===== src/rtl/mmio_timer_resp.sv =====
// rtl/mmio_timer_resp.sv - MMIO interval timer with irq and free-running SYSTICK
// Optional prescaler enabled by defining TIMER_PRESCALE_EN.
module mmio_timer_resp #(
   parameter logic [31:0] BASE_ADDR = 32'h4000_0100,
   parameter logic [31:0] RESET_TH  = 32'h0000_0000
) (
   input  logic        clk,
   input  logic        reset,
   input  logic        rd,
   input  logic        wr,
   input  logic [31:0] addr,
   input  logic [31:0] wdata,
   output logic [31:0] rdata,
   output logic        irqout
);

   logic [31:0] th_q, th_d;
   logic [31:0] tl_q, tl_d;
   logic        en_q, en_d;
   logic        ie_q, ie_d;
   logic        st_q, st_d;
   logic [31:0] systick_q;
   logic        sel;
   logic [2:0]  idx;
   logic        wr_sel;
   logic        tick;
   logic        ovf_set;
   logic        unused_addr_bits;

   assign sel              = (addr[31:5] == BASE_ADDR[31:5]);
   assign idx              = addr[4:2];
   assign wr_sel           = wr && sel;
   assign unused_addr_bits = &{1'b0, addr[1:0]};

`ifdef TIMER_PRESCALE_EN
   logic [15:0] presc_q, presc_d;
   logic [15:0] pcnt_q, pcnt_d;

   assign tick = (pcnt_q == presc_q);

   always_comb begin
      presc_d = presc_q;
      pcnt_d  = pcnt_q;
      if (en_q) begin
         pcnt_d = tick ? 16'd0 : pcnt_q + 16'd1;
      end
      if (wr_sel && idx == 3'd4) begin
         presc_d = wdata[15:0];
         pcnt_d  = 16'd0;
      end
   end

   always_ff @(posedge clk) begin
      if (reset) begin
         presc_q <= 16'd0;
         pcnt_q  <= 16'd0;
      end else begin
         presc_q <= presc_d;
         pcnt_q  <= pcnt_d;
      end
   end
`else
   assign tick = 1'b1;
`endif

   // A bus write to TH or TL suppresses the timer update for that cycle entirely.
   always_comb begin
      th_d    = th_q;
      tl_d    = tl_q;
      en_d    = en_q;
      ie_d    = ie_q;
      st_d    = st_q;
      ovf_set = 1'b0;
      if (wr_sel && (idx == 3'd0 || idx == 3'd1)) begin
         if (idx == 3'd0) th_d = wdata;
         else             tl_d = wdata;
      end else if (en_q && tick) begin
         if (tl_q == 32'hFFFF_FFFF) begin
            tl_d    = th_q;
            ovf_set = ie_q;
         end else begin
            tl_d = tl_q + 32'd1;
         end
      end
      if (wr_sel && idx == 3'd2) begin
         en_d = wdata[0];
         ie_d = wdata[1];
         st_d = wdata[2];
      end
      if (ovf_set) st_d = 1'b1;
   end

   always_ff @(posedge clk) begin
      if (reset) begin
         th_q      <= RESET_TH;
         tl_q      <= 32'd0;
         en_q      <= 1'b0;
         ie_q      <= 1'b0;
         st_q      <= 1'b0;
         systick_q <= 32'd0;
      end else begin
         th_q      <= th_d;
         tl_q      <= tl_d;
         en_q      <= en_d;
         ie_q      <= ie_d;
         st_q      <= st_d;
         systick_q <= systick_q + 32'd1;
      end
   end

   assign irqout = ie_q & st_q;

   always_comb begin
      rdata = 32'd0;
      if (rd && sel && !reset) begin
         case (idx)
            3'd0:    rdata = th_q;
            3'd1:    rdata = tl_q;
            3'd2:    rdata = {29'd0, st_q, ie_q, en_q};
            3'd3:    rdata = systick_q;
`ifdef TIMER_PRESCALE_EN
            3'd4:    rdata = {16'd0, presc_q};
`endif
            default: rdata = 32'd0;
         endcase
      end
   end

endmodule


===== config.mk =====
export PLATFORM = sky130hd
export DESIGN_NAME = mmio_timer_resp
export DESIGN_NICKNAME = d
export VERILOG_FILES = /design/src/rtl/mmio_timer_resp.sv
export SDC_FILE = /design/constraint.sdc
export NUM_CORES = 1
export LEC_CHECK = 0
export CORE_AREA = 10 10 144 159
export CTS_BUF_LIST = sky130_fd_sc_hd__clkbuf_8
export DETAILED_ROUTE_END_ITERATION = 10
export DIE_AREA = 0 0 154 169
export SLEW_MARGIN = 20
export SYNTH_ARGS = -nofsm -noshare
export SYNTH_HDL_FRONTEND = slang
export SYNTH_SLANG_ARGS = --single-unit

===== constraint.sdc =====
create_clock -name clk -period 6.58 [get_ports clk]
set_clock_uncertainty 0.1 [all_clocks]
set_input_delay 1.645 -clock clk [delete_from_list [all_inputs] [get_ports clk]]
set_output_delay 1.645 -clock clk [all_outputs]
set_load 0.05 [all_outputs]

==> flow_summary.toml, run 1 <==
[clock_tree]
cts.htree.levels = 3
cts.sinks = 99
cts_max_path_buffers = 2
cts_root_buf = "clkbuf_8"
postCtsSetupRepairBufs = 0
cts_tree = "built"
insertion_delay_ns = 0.38
clk_pin_slew_ns = 0.08
tritoncts.num_buffers = 9
hold_buffers = 0
post_cts_resized = 0

[logic_synthesis]
synth-xor-area-share_pct = 7.29
synthMuxAreaShare_pct = 7.79
synth_top_area_share_pct = 34.4
syn_area_mm2 = 0.00577
synth_edf_count = 0
synthArstFlopShare_pct = 0
synth-seq-area-share_pct = 34.4
syn-num-nets = 829
synth_cell_types = 56
yosys-top-cells-area = "dfxtp_1, nor2_1, a21oi_1, nand2_1, mux2i_1"
synthSimpleGateAreaFrac_pct = 28.7
synth-seq-cells = 99
synth_largest_area_cell = "dfxtp_1"
netlist_instances = 759
synth-compound-area-share_pct = 17.1
synth_top_family_by_area = "simple AND/OR/NAND/NOR gates"
ys_warn_count = 0
syn_area_per_cell_um2 = 7.60
synth-main-ff-cell = "dfxtp_1"
synth_adder_area_share_pct = 0.434

[place]
gp_congestion = 0.842
post-dp-hpwl_mm = 13.7
io_buffers = 98
dp_slack_ns = 0.839

[setup_path]
critPathRequiredTime_ns = 4.84
critPathTopFamily = "simple AND/OR/NAND/NOR gates"
endpoint_kind = "output pin"
r2r_setup_slack_ns = 3.43
slowest_delay_ns = 0.54
start_kind = "input port"
critPathBufInv = 3
cp_data_arrival_time_ns = 3.97
path_class = "in -> out"
worstPathMaxFanout = 30
cp_slowest_cell = "or4_1"
path_cells = "clkdlybuf4s50_1 > or4_1 > and3b_1 > and2_1 > nand3_1 > buf_4 > nor3b_1 > buf_12"

[timing]
fin_ws_ns = 0.860
max-slew-margin-rel_pct = 29.0
setup_tns_ns = 0
slew_violations = 0
tightest_slew_ns = 1.06
hold_violations = 0
timing.fmax_mhz = 175
period_needed_ns = 5.72
setup_violations = 0
rsz0062_at_grt = "no"
period_share_pct = 86.9

[layout]
fillCellCount = 2032
regArea_mm2 = 0.00198
diodes = 0
mostFrequentLayoutCell = "nor2_1"
fin_nets = 898
multi_input_area_mm2 = 0.00355
utilization_pct = 37.8
area_delta_synth_final_pct = 28.9
final_cell_mix = "nor2_1, nand2_1, dfxtp_1"
drive_above_1_share_pct = 9.01

[routing]
drtIter0Drc = 445
viasPerCell = 5.18
drt_wl_total_mm = 18.5
route.detailed.drc = 0
vias = 5611
drtPass1Iterations = 5
drt.antenna.violating_nets = 0
wire_per_inst_um = 17.1

[floorplan]
rows = 54
core_mm2 = 0.0197
io_pins = 101
die_h_um = 169
initial_core_util_pct = 29.3
die_width_um = 154
fp.dieArea_mm2 = 0.0260

[status]
outcome = "finished clean"

[global_route]
antenna_found_initial = 0
grt_pass1_vias = 5407
use_met2_pct = 22.9
grt_first_pass_wirelength_mm = 29.6
grtUsageMet1_pct = 17.5
grt_busiest_layer = "met2"
grt_max_degree = 93
track_usage_pct = 13.8
grt_use_met3_pct = 2.56
grt_overflow = 0

[power]
p_total_uw = 1050
power_density_mw_per_mm2 = 141
peakVddDrop_mv = 0.0947
p_leak_uw = 0.00262

[run]
cap_violations = 0

[min_path]
hold_class = "reg -> reg"
## power by group
part           switching, uW  internal [uW]
clock                    211            153
combinational           36.5           43.5
sequential              1.77            600
## path summary, 6_finish.rpt
check               start      endpoint  cells after the start
max reg2reg       tl_q[0]       tl_q[3]                      8
max              addr[15]      rdata[1]                      8
min          systick_q[0]  systick_q[0]                      1
min reg2reg  systick_q[0]  systick_q[0]                      1
## Yosys cell counts, types with 3 or more instances
master,number
a211o_1,6
a21oi_1,85
inv_1,10
buf_1,5
a311oi_2,3
and2_1,5
or3_1,9
xnor2_1,25
and3_1,16
dfxtp_1,99
o21ai_0,18
nor4_1,12
clkbuf_1,39
xor2_1,23
nand2_1,104
nor4b_1,3
o32ai_1,3
o22ai_1,3
buf_2,7
nand3_1,26
o21a_1,3
o221ai_1,7
nor3_1,16
and4_1,10
a211oi_1,5
nand4_1,10
nor2_1,120
o211ai_1,11
mux2i_1,37
nor2b_1,5
mux4_2,3
## metrics by stage
step	hold slack, ns	area [um2]	std cells
after floorplan	0.327	5770	759
after global placement	0.342	7270	1069
after detailed placement	0.354	7270	1069
after CTS	0.373	7440	1084
after global routing	0.383	7440	1084
final	0.372	7440	1084
## cell type report
cell class,count,area share [%]
clock buffer,11,2.04
tap,252,4.24
clock inverter,4,0.269
sequential,99,26.6
inverter,10,0.505
multi-input combinational,598,47.7
timing repair buffer,110,18.6
## layer usage
metal / up-vias / routed length [um] / share of wire, %
li1: 2810 / - / -
met4: 0 / 378 / 2.0
met5: - / 0 / 0
met3: 27 / 1000 / 5.4
met1: 2624 / 8090 / 44
met2: 150 / 9010 / 49
## sequential cells by signal (all words and copies together) (netlist names)
name,cells
th_q,32
st_q,1
en_q,1
systick_q,32
tl_q,32
ie_q,1
## kinds of logic (layout without fill, tap and decap cells)
group,count (synthesis),in the layout
flip-flops,99,99
adder cells (fa/ha/maj),2,2
XOR/XNOR,48,48
buffers and inverters,62,135
multiplexers,41,41
AO/OA/AOI/OAI,158,158
AND/OR/NAND/NOR,349,349
## worst reg2reg max path, stage by stage (launching register included)
cell and delay (ns):
dfxtp_1 0.46, ha_1 0.23, nand3_1 0.25, or3_1 0.57
nor4_4 0.44, buf_4 0.33, nor2_1 0.09, or3_1 0.35
a311oi_1 0.25
Power figures use the tool's default switching activity.
==> run 2, diff against run 1 <==
Settings changed: TNS_END_PERCENT set to 5.
==> results of run 2 <==
No change in the layout: final DEF, timing and power equal those of run 1.
